`config.mk`:
```
export PLATFORM = sky130hd
export DESIGN_NAME = fp32_to_int32_pipe_flat
export DESIGN_NICKNAME = d
export VERILOG_FILES = /design/src/rtl/fp_conv_pkg.sv /design/src/rtl/fp32_to_int32_pipe_if.sv /design/src/rtl/fp32_unpack.sv /design/src/rtl/fp32_to_int32_pipe.sv /design/src/flat_wrapper.sv
export SDC_FILE = /design/constraint.sdc
export NUM_CORES = 1
export LEC_CHECK = 0
export ABC_AREA = 1
export BUFFER_PORTS_ARGS = -buffer_cell sky130_fd_sc_hd__buf_2
export CAP_MARGIN = 40
export CORE_MARGIN = 2
export CORE_UTILIZATION = 60
export CTS_BUF_LIST = sky130_fd_sc_hd__clkbuf_8 sky130_fd_sc_hd__clkbuf_16
export DETAILED_ROUTE_END_ITERATION = 10
export HOLD_SLACK_MARGIN = 0.15
export PLACE_DENSITY_LB_ADDON = 0.15
export RECOVER_POWER = 100
export SYNTH_ARGS = -nofsm -noshare
export SYNTH_HDL_FRONTEND = slang
export SYNTH_HIERARCHICAL = 1
export SYNTH_SLANG_ARGS = --single-unit
```
`constraint.sdc`:
```
create_clock -name clk -period 5.66 [get_ports clk]
set_input_delay 0.566 -clock clk [delete_from_list [all_inputs] [get_ports clk]]
set_output_delay 0.566 -clock clk [all_outputs]
set_load 0.01 [all_outputs]
```
`src/rtl/fp_conv_pkg.sv`:
```
// Shared fp32 <-> integer conversion types and constants.
// Used by the fp32 unpack front end and the fp32-to-int32 converter pipeline.
package fp_conv_pkg;

  localparam int unsigned EXP_W     = 8;
  localparam int unsigned FRAC_W    = 23;
  localparam int unsigned MANT_W    = FRAC_W + 1;
  localparam int unsigned INT_W     = 32;
  localparam int unsigned SHIFT_W   = 6;
  localparam int unsigned FLAGS_W   = 3;
  localparam int unsigned FP32_BIAS = 127;

  localparam logic [INT_W-1:0] INT_MAX = 32'h7FFF_FFFF;
  localparam logic [INT_W-1:0] INT_MIN = 32'h8000_0000;

  typedef struct packed {
    logic              sign;
    logic [EXP_W-1:0]  exp;
    logic [FRAC_W-1:0] frac;
  } fp32_fields_t;

  typedef struct packed {
    logic invalid;
    logic overflow;
    logic inexact;
  } conv_flags_t;

  typedef enum logic [2:0] {
    FC_ZERO_SMALL,
    FC_NORMAL,
    FC_OVF,
    FC_INF,
    FC_NAN
  } fp_class_t;

endpackage

```
`src/rtl/fp32_to_int32_pipe_if.sv`:
```
// Valid/ready stream bundle for the fp32-to-int32 converter.
//   in_valid/in_ready/in_data          : fp32 operand stream into the converter
//   out_valid/out_ready/out_data/flags : int32 result stream out of the converter
// master = producer/consumer side, slave = converter side.
interface fp32_to_int32_pipe_if;
  import fp_conv_pkg::*;

  logic               in_valid;
  logic               in_ready;
  logic [INT_W-1:0]   in_data;
  logic               out_valid;
  logic               out_ready;
  logic [INT_W-1:0]   out_data;
  logic [FLAGS_W-1:0] out_flags;

  modport master (
    output in_valid, in_data, out_ready,
    input  in_ready, out_valid, out_data, out_flags
  );

  modport slave (
    input  in_valid, in_data, out_ready,
    output in_ready, out_valid, out_data, out_flags
  );

endinterface

```
`src/rtl/fp32_unpack.sv`:
```
// Combinational fp32 field split, classification and alignment shift.
//   in_data        : packed fp32 word {sign, exp, frac}
//   sign           : operand sign
//   mant           : 24-bit significand with hidden bit restored
//   shift          : signed left-shift that aligns mant to an integer (exp - 150)
//   cls            : conversion class (small / normal / overflow / inf / nan)
//   small_inexact  : |x| < 1 and x is nonzero
//   small_round_up : 0.5 < |x| < 1, rounds to magnitude 1 under nearest-even
module fp32_unpack
  import fp_conv_pkg::*;
(
  input  logic [INT_W-1:0]          in_data,
  output logic                      sign,
  output logic [MANT_W-1:0]         mant,
  output logic signed [SHIFT_W-1:0] shift,
  output fp_class_t                 cls,
  output logic                      small_inexact,
  output logic                      small_round_up
);

  localparam logic [EXP_W-1:0] E_MAX    = '1;
  localparam logic [EXP_W-1:0] E_ONE    = EXP_W'(FP32_BIAS);
  localparam logic [EXP_W-1:0] E_HALF   = EXP_W'(FP32_BIAS - 1);
  localparam logic [EXP_W-1:0] E_INTMIN = EXP_W'(FP32_BIAS + INT_W - 1);
  localparam logic [EXP_W-1:0] E_ALIGN  = EXP_W'(FP32_BIAS + FRAC_W);

  fp32_fields_t fld;

  assign fld = in_data;

  // Field split; shift only needs to be meaningful for the normal class (-23..+8).
  always_comb begin
    sign           = fld.sign;
    mant           = {fld.exp != '0, fld.frac};
    shift          = SHIFT_W'(fld.exp - E_ALIGN);
    small_inexact  = (fld.exp != '0) || (fld.frac != '0);
    small_round_up = (fld.exp == E_HALF) && (fld.frac != '0);
  end

  // Exactly -2^31 is the only exponent-158 value that fits; it stays normal.
  always_comb begin
    cls = FC_NORMAL;
    if (fld.exp == E_MAX) begin
      cls = (fld.frac != '0) ? FC_NAN : FC_INF;
    end else if (fld.exp < E_ONE) begin
      cls = FC_ZERO_SMALL;
    end else if (fld.exp > E_INTMIN) begin
      cls = FC_OVF;
    end else if ((fld.exp == E_INTMIN) && !(fld.sign && (fld.frac == '0))) begin
      cls = FC_OVF;
    end
  end

endmodule

```
`src/rtl/fp32_to_int32_pipe.sv`:
```
// Two-stage pipelined fp32 to signed int32 converter with valid/ready backpressure.
//   clk, reset : clock and synchronous active-high reset
//   bus        : slave side of fp32_to_int32_pipe_if
//                in_* carries fp32 operands, out_* carries int32 results plus
//                {invalid, overflow, inexact} flags
// Parameters: ROUND_RNE (0 truncate, 1 nearest-even), NAN_VALUE (result for NaN).
module fp32_to_int32_pipe
  import fp_conv_pkg::*;
#(
  parameter int unsigned      ROUND_RNE = 0,
  parameter logic [INT_W-1:0] NAN_VALUE = 32'h7FFF_FFFF
)
(
  input logic                  clk,
  input logic                  reset,
  fp32_to_int32_pipe_if.slave  bus
);

  localparam bit RNE = (ROUND_RNE != 0);

  logic                      en;

  logic                      u_sign;
  logic [MANT_W-1:0]         u_mant;
  logic signed [SHIFT_W-1:0] u_shift;
  fp_class_t                 u_cls;
  logic                      u_small_inexact;
  logic                      u_small_round_up;

  logic                      s1_valid;
  logic                      s1_sign;
  logic [MANT_W-1:0]         s1_mant;
  logic signed [SHIFT_W-1:0] s1_shift;
  fp_class_t                 s1_cls;
  logic                      s1_small_inexact;
  logic                      s1_small_round_up;

  logic [SHIFT_W-1:0]        neg_shift;
  logic [2*MANT_W-1:0]       ext;
  logic [INT_W-1:0]          mag;
  logic [INT_W-1:0]          small_mag;
  logic                      guard;
  logic                      sticky;
  logic [INT_W-1:0]          res;
  conv_flags_t               flags;

  // Whole pipeline advances together unless a valid result is being held.
  assign en           = !bus.out_valid || bus.out_ready;
  assign bus.in_ready = en;

  fp32_unpack u_unpack (
    .in_data        (bus.in_data),
    .sign           (u_sign),
    .mant           (u_mant),
    .shift          (u_shift),
    .cls            (u_cls),
    .small_inexact  (u_small_inexact),
    .small_round_up (u_small_round_up)
  );

  // Stage 1: register classified operand.
  always_ff @(posedge clk) begin
    if (reset) begin
      s1_valid          <= 1'b0;
      s1_sign           <= 1'b0;
      s1_mant           <= '0;
      s1_shift          <= '0;
      s1_cls            <= FC_ZERO_SMALL;
      s1_small_inexact  <= 1'b0;
      s1_small_round_up <= 1'b0;
    end else if (en) begin
      s1_valid <= bus.in_valid;
      if (bus.in_valid) begin
        s1_sign           <= u_sign;
        s1_mant           <= u_mant;
        s1_shift          <= u_shift;
        s1_cls            <= u_cls;
        s1_small_inexact  <= u_small_inexact;
        s1_small_round_up <= u_small_round_up;
      end
    end
  end

  // Stage 2 datapath: align, round, negate and select special results.
  // Right shifts go through a 48-bit window: top half is the integer part,
  // bit 23 the guard bit, bits 22:0 feed sticky.
  always_comb begin
    neg_shift = SHIFT_W'(-s1_shift);
    ext       = {s1_mant, {MANT_W{1'b0}}} >> neg_shift;
    mag       = '0;
    guard     = 1'b0;
    sticky    = 1'b0;
    small_mag = INT_W'(RNE && s1_small_round_up);
    res       = '0;
    flags     = '0;

    if (s1_shift >= 0) begin
      mag = {{(INT_W-MANT_W){1'b0}}, s1_mant} << s1_shift;
    end else begin
      mag    = {{(INT_W-MANT_W){1'b0}}, ext[2*MANT_W-1:MANT_W]};
      guard  = ext[MANT_W-1];
      sticky = |ext[MANT_W-2:0];
    end

    if (RNE && guard && (sticky || mag[0])) begin
      mag = mag + INT_W'(1);
    end

    unique case (s1_cls)
      FC_NAN: begin
        res           = NAN_VALUE;
        flags.invalid = 1'b1;
      end
      FC_INF, FC_OVF: begin
        res            = s1_sign ? INT_MIN : INT_MAX;
        flags.overflow = 1'b1;
      end
      FC_ZERO_SMALL: begin
        res           = s1_sign ? -small_mag : small_mag;
        flags.inexact = s1_small_inexact;
      end
      default: begin
        res           = s1_sign ? -mag : mag;
        flags.inexact = guard | sticky;
      end
    endcase
  end

  // Stage 2 output register; bubbles leave the previous data in place.
  always_ff @(posedge clk) begin
    if (reset) begin
      bus.out_valid <= 1'b0;
      bus.out_data  <= '0;
      bus.out_flags <= '0;
    end else if (en) begin
      bus.out_valid <= s1_valid;
      if (s1_valid) begin
        bus.out_data  <= res;
        bus.out_flags <= flags;
      end
    end
  end

endmodule

```
`src/flat_wrapper.sv`:
```
// flat-port wrapper written by rule: the top's interface ports become plain ports
module fp32_to_int32_pipe_flat import fp_conv_pkg::*;
#(
  parameter int unsigned      ROUND_RNE = 0,
  parameter logic [INT_W-1:0] NAN_VALUE = 32'h7FFF_FFFF
)
  (clk, reset, bus_in_valid, bus_in_data, bus_out_ready, bus_in_ready, bus_out_valid, bus_out_data, bus_out_flags);
  fp32_to_int32_pipe_if bus_i ();
  input logic clk;
  input logic reset;
  input wire logic [$bits(bus_i.in_valid)-1:0] bus_in_valid;
  input wire logic [$bits(bus_i.in_data)-1:0] bus_in_data;
  input wire logic [$bits(bus_i.out_ready)-1:0] bus_out_ready;
  output wire logic [$bits(bus_i.in_ready)-1:0] bus_in_ready;
  output wire logic [$bits(bus_i.out_valid)-1:0] bus_out_valid;
  output wire logic [$bits(bus_i.out_data)-1:0] bus_out_data;
  output wire logic [$bits(bus_i.out_flags)-1:0] bus_out_flags;
  assign bus_i.in_valid = bus_in_valid;
  assign bus_i.in_data = bus_in_data;
  assign bus_i.out_ready = bus_out_ready;
  assign bus_in_ready = bus_i.in_ready;
  assign bus_out_valid = bus_i.out_valid;
  assign bus_out_data = bus_i.out_data;
  assign bus_out_flags = bus_i.out_flags;
  fp32_to_int32_pipe #(.ROUND_RNE(ROUND_RNE), .NAN_VALUE(NAN_VALUE)) u_core (.clk(clk), .reset(reset), .bus(bus_i));
endmodule
```
# Yosys cells after proc, flatten, opt, wreduce, memory -nomap -nowiden
# Cells that the tools add are included.
classes:
  n_addsub: 3
  n_lt_le_gt_ge: 3
  n_eq_ne: 5
  n_shift: 2
  muxes: 14
  n_bitwise: 1
  reduce_logical: 15
op_table:
  columns: ["operator", "n"]
  rows:
  - ["32-bit two-way mux", 3]
  - ["32-bit case mux with 3 select lines", 1]
  - ["48-bit by 6-bit >> shifter with 48-bit output", 1]
  - ["32-bit negation", 1]
  - ["24-bit by 6-bit << shifter with 32-bit output", 1]
  - ["23-bit zero test", 1]
  - ["23-bit nonzero test", 1]
  - ["23-bit OR reduction", 1]
  - ["8-bit == test (second input constant)", 2]
  - ["8-bit > comparator (second input constant)", 1]
  - ["8-bit by 7-bit less-than comparator with 1-bit output (second input constant)", 1]
  - ["8-bit nonzero test", 1]
  - ["3-bit by 2-bit == test with 1-bit output (second input constant)", 2]
  - ["6-bit by 1-bit >= comparator with 1-bit output (second input constant)", 1]
  - ["2-bit two-way mux", 3]
  - ["3-bit two-way mux", 2]
  - ["6-bit negation", 1]
  - ["6-bit by 5-bit subtractor with 6-bit output (second input constant)", 1]
  - ["1-bit two-way mux", 4]
  - ["2-bit AND reduction", 2]
  - ["3-bit == test (second input constant)", 1]
  - ["3-bit zero test", 1]
  - ["3-bit OR reduction", 1]
  - ["1-bit logical AND", 2]
  - ["5 further kinds", 7]
word_totals:
  ff_bits: 72
  in_bits: 36
  out_inout_bits: 37
  word_cells: 52

# Logic depth before layout (Yosys ltp)
logic_depth:
  ltp_word: 8
  depth_mapped: 25
  mapped_depth_nobuf: 21

# By module
# The synthesis kept the hierarchy.
modules_own_cells:
  columns: ["module", "instances", "cells_each", "area_per_inst_um2", "seq_area_each_um2"]
  rows:
  - ["fp32_to_int32_pipe", 1, 1149, 6702.7, 1441.4]
  - ["fp32_unpack", 1, 89, 495.5, 0.0]

# Worst setup path before layout
# No wires, ideal clock.
synth_timing:
  path_type: "register to register"
  from: "reg u_core.s1_shift[0]"
  to: "reg u_core.bus.out_data[24]"
  setup_ps: 70
  arrival_time_ps: 2888
  t_required_ps: 5590
  setup_slack_ps: 2702
  stages_incl_launch_ff: 24
  n_path_buf: 5
  period_less_slack_ps: 2958
  cell_sequence: "dfxtp_1 -> buf_6 -> inv_4 -> buf_6 -> buf_12 -> ha_1 -> buf_2 -> inv_2 -> buf_2 -> nand3_1 -> nand3_1 -> nand3_1 -> nand2_1 -> nand2_1 -> a21oi_2 -> ha_1 -> nand3_2 -> inv_2 -> nand3_2 -> nand2_2 -> nand2_1 -> nand2_1 -> nand3_1 -> a21oi_1"
synth_via:
  elab_chain_len: 6
  elab_cells_between_ends: 8
  classes_between: "add/sub (2); order compare (1); shift (2); mux (3)"
synth_lines:
  columns: ["element", "line", "rtl"]
  rows:
  - ["from (decl)", "fp32_to_int32_pipe.sv:33", "logic signed [SHIFT_W-1:0] s1_shift;"]
  - ["from (signal assigned)", "fp32_to_int32_pipe.sv:76", "s1_shift <= u_shift;"]
  - ["6-bit negation", "fp32_to_int32_pipe.sv:88", "neg_shift = SHIFT_W'(-s1_shift);"]
  - ["48-bit by 6-bit >> shifter with 48-bit output", "fp32_to_int32_pipe.sv:89", "ext = {s1_mant, {MANT_W{1'b0}}} >> neg_shift;"]
  - ["32-bit two-way mux (*)", "fp32_to_int32_pipe.sv:97", "if (s1_shift >= 0) begin"]
  - ["32-bit negation", "fp32_to_int32_pipe.sv:123", "res = s1_sign ? -mag : mag;"]
  - ["32-bit two-way mux (*)", "fp32_to_int32_pipe.sv:123", null]
  - ["32-bit case mux with 3 select lines (*)", "fp32_to_int32_pipe.sv:109", "unique case (s1_cls)"]
  - ["to (signal assigned)", "fp32_to_int32_pipe.sv:138", "bus.out_data <= res;"]
  - ["to (decl)", "fp32_to_int32_pipe_if.sv:23", "output in_ready, out_valid, out_data, out_flags"]
# Every way passes the cells marked *; elsewhere a longest branch is shown, timed or not.
# A chain may end at the register's enable or synchronous reset.

# Worst setup path after layout
layout_timing:
  from: "reg u_core.s1_shift[1]"
  to: "reg u_core.bus.out_data[25]"
# The elaborated chain is that of the path after synthesis.

==> out/summary.json <==
{
  "status": "finished with violations",
  "failed_checks": "capacitance limit, slew limit",
  "total_leakage_power_nw": 3.55,
  "worst_slew_margin_rel_pct": -5.74,
  "syn2layout_area_growth_pct": 4.93,
  "layout_commonest_cell": "sky130_fd_sc_hd__nand2_1",
  "grtUsageTotal_pct": 40.3,
  "endpoint_kind": "register",
  "criticalPathCategory": "reg2reg",
  "holdBufCountCts": 0,
  "crit_chain": "buf_4, inv_1, ha_1, inv_1, nand3_1, nand3_1, nand3_1, nand2_1, nand2_1, nand2_1, nand2_1, nor2_4, nand2_1, nor2_1, nand3_1, nand2_2, nand2_1, nand2_1, nand3_1, a21oi_1",
  "finish.instance_area_mm2": 0.00754,
  "critical_path_arrival_ns": 4.96,
  "place.gp.congestion": 1.07,
  "grtUsageMet2_pct": 57.2,
  "drt-initial-drc-count": 1733,
  "io_pins": 73,
  "core_area_mm2": 0.0116,
  "detail_route.drc_violations": 0,
  "maxSlewViolCount": 47,
  "postCtsSetupBuffers": 0,
  "port-buffer-count": 72,
  "layout.cells.most_common_list": "sky130_fd_sc_hd__nand2_1, sky130_fd_sc_hd__nand3_1, sky130_fd_sc_hd__nor2_1",
  "met1_usage_pct": 59.9,
  "maxCapViolCount": 1,
  "setup_total_negative_slack_ns": 0,
  "crit_path_frequent_cell": "sky130_fd_sc_hd__nand2_1",
  "postSynthAreaPerCell_um2": 5.82,
  "cts.htree.levels": 3,
  "post_drt_wl_per_cell_um": 18.5,
  "vias_in_the_first_global_route": 7769,
  "postSynthCellCount": 1236,
  "cts-resized-gates": 0,
  "grt_start_max_net_pins": 70,
  "globalRouteOverflowTotal": 0,
  "cts_tree": "built",
  "wl_mm": 25.7,
  "fillCellCount": 1204,
  "clock-skew-final_ns": 0.0132,
  "syn-cell-area_mm2": 0.00719,
  "antennaDiodeCount": 0,
  "grt_first_pass_wirelength_mm": 40.6,
  "finalHoldViolCount": 0,
  "transition_time_of_the_tightest_slew_check_pin_ns": 1.59,
  "final_net_count": 1284,
  "crit_path_max_incr_delay_ns": 0.64,
  "post_drt_via_cell_ratio": 6.33,
  "ctsLongestPathBuffers": 2,
  "clock_sinks": 72,
  "hpwl_mm": 19.5,
  "clk_transition_reported_paths_ns": 0.06,
  "ff_latch_area_mm2": 0.00144,
  "dr.pass1.iters": 7,
  "synth.yosys.warnings": 6,
  "final_period_minus_worst_setup_slack_ns": 4.69,
  "ant_nets": 0,
  "initial_core_util_pct": 62.2,
  "critical_path.startpoint_type": "register",
  "grt.met3_usage_pct": 8.77,
  "hp-class": "in2reg",
  "fp.dieArea_mm2": 0.0129,
  "num_rows": 39,
  "fin_cells": 1393,
  "grt_busiest_layer": "met1",
  "crit_fanout": 27,
  "postSynthNetCount": 1275,
  "place_inst": 1377,
  "power.ir.vdd_worst_mv": 0.228,
  "dieWidth_um": 113,
  "place_area_mm2": 0.00731,
  "minimum_setup_slack_among_reg_to_reg_paths_ns": 0.97,
  "timing.critical_path.slowest_stage_cell": "sky130_fd_sc_hd__ha_1",
  "grt_antenna_before_repair": 0,
  "period_utilisation_layout_pct": 82.8,
  "multi_input_comb_area_mm2": 0.00493,
  "power.density_mw_per_mm2": 306,
  "clock_network_latency_to_the_later_pin_of_the_worst_skew_pair_ns": 0.35,
  "cts_made_buffers": 9,
  "height_of_the_die_um": 113,
  "worstPathRequired_ns": 5.93,
  "route.vias.total": 8813,
  "p_total_w": 0.00231,
  "grt_setup_unrepaired": "no",
  "setup-violations-final": 0,
  "achievable-frequency_ghz": 0.213,
  "layout-drive-gt1-share_pct": 12.0,
  "root_buffer": "sky130_fd_sc_hd__clkbuf_16"
}
## state kept, by name, indices dropped and copies added (netlist names)
| name | cells |
|---|---|
| u_core/bus.out_data | 32 |
| u_core/s1_mant | 24 |
| u_core/s1_shift | 6 |
| u_core/bus.out_flags | 3 |
| u_core/s1_cls | 3 |
| u_core/bus.out_valid | 1 |
| u_core/s1_sign | 1 |
| u_core/s1_small_inexact | 1 |
| u_core/s1_valid | 1 |
## through the flow
stage | hold slack, ns | worst slack, ns | utilization, %
floorplan | 0.437 | 2.70 | -
global placement | 0.454 | 1.85 | 63.1
detailed placement | 0.465 | 1.86 | 63.2
CTS | 0.410 | 1.84 | 66.1
global route | 0.430 | 0.691 | 65.2
finish | 0.417 | 0.972 | 65.2
## cell type report
type                    instances  area share (%)
repair buffers                 85            5.36
flip-flops and latches         72            19.1
clock buffers                  10            3.17
multi-input cells            1010            65.3
clock inverters                 6            1.26
well taps                     143            2.37
inverters                      67            3.42
## worst paths after layout
kind | start | end | cells past startpoint
setup / recovery | u_core/s1_shift[1] | u_core/bus.out_data[25] | 20
hold / removal | reset | u_core/bus.out_valid | 2
setup reg to reg | u_core/s1_shift[1] | u_core/bus.out_data[25] | 20
hold reg to reg | u_core/s1_valid | u_core/s1_valid | 2
## critical path, delay by kind of cell (launching register included)
family	cells	cell delay, ns
adders and majority gates	1	0.64
DFF	1	0.30
AOI/OAI and AO/OA	1	0.16
and+or+nand+nor	15	2.09
buffers and inverters	3	1.41
## per-layer routing
| layer | vias to the layer above | wire (um) |
|---|---|---|
| met2 | 591 | 10400 |
| met5 | - | 0 |
| met1 | 4009 | 11200 |
| li1 | 4142 | - |
| met4 | 0 | 792 |
| met3 | 71 | 3370 |
## report_power, final
group | leakage (nW) | total, W | switching, W | internal, W
clock | 0.164 | 0.000638 | 0.000234 | 0.000404
sequential | 0.596 | 0.000584 | 0.0000362 | 0.000547
combinational | 2.79 | 0.00108 | 0.000770 | 0.000314
Power figures use the tool's default switching activity.
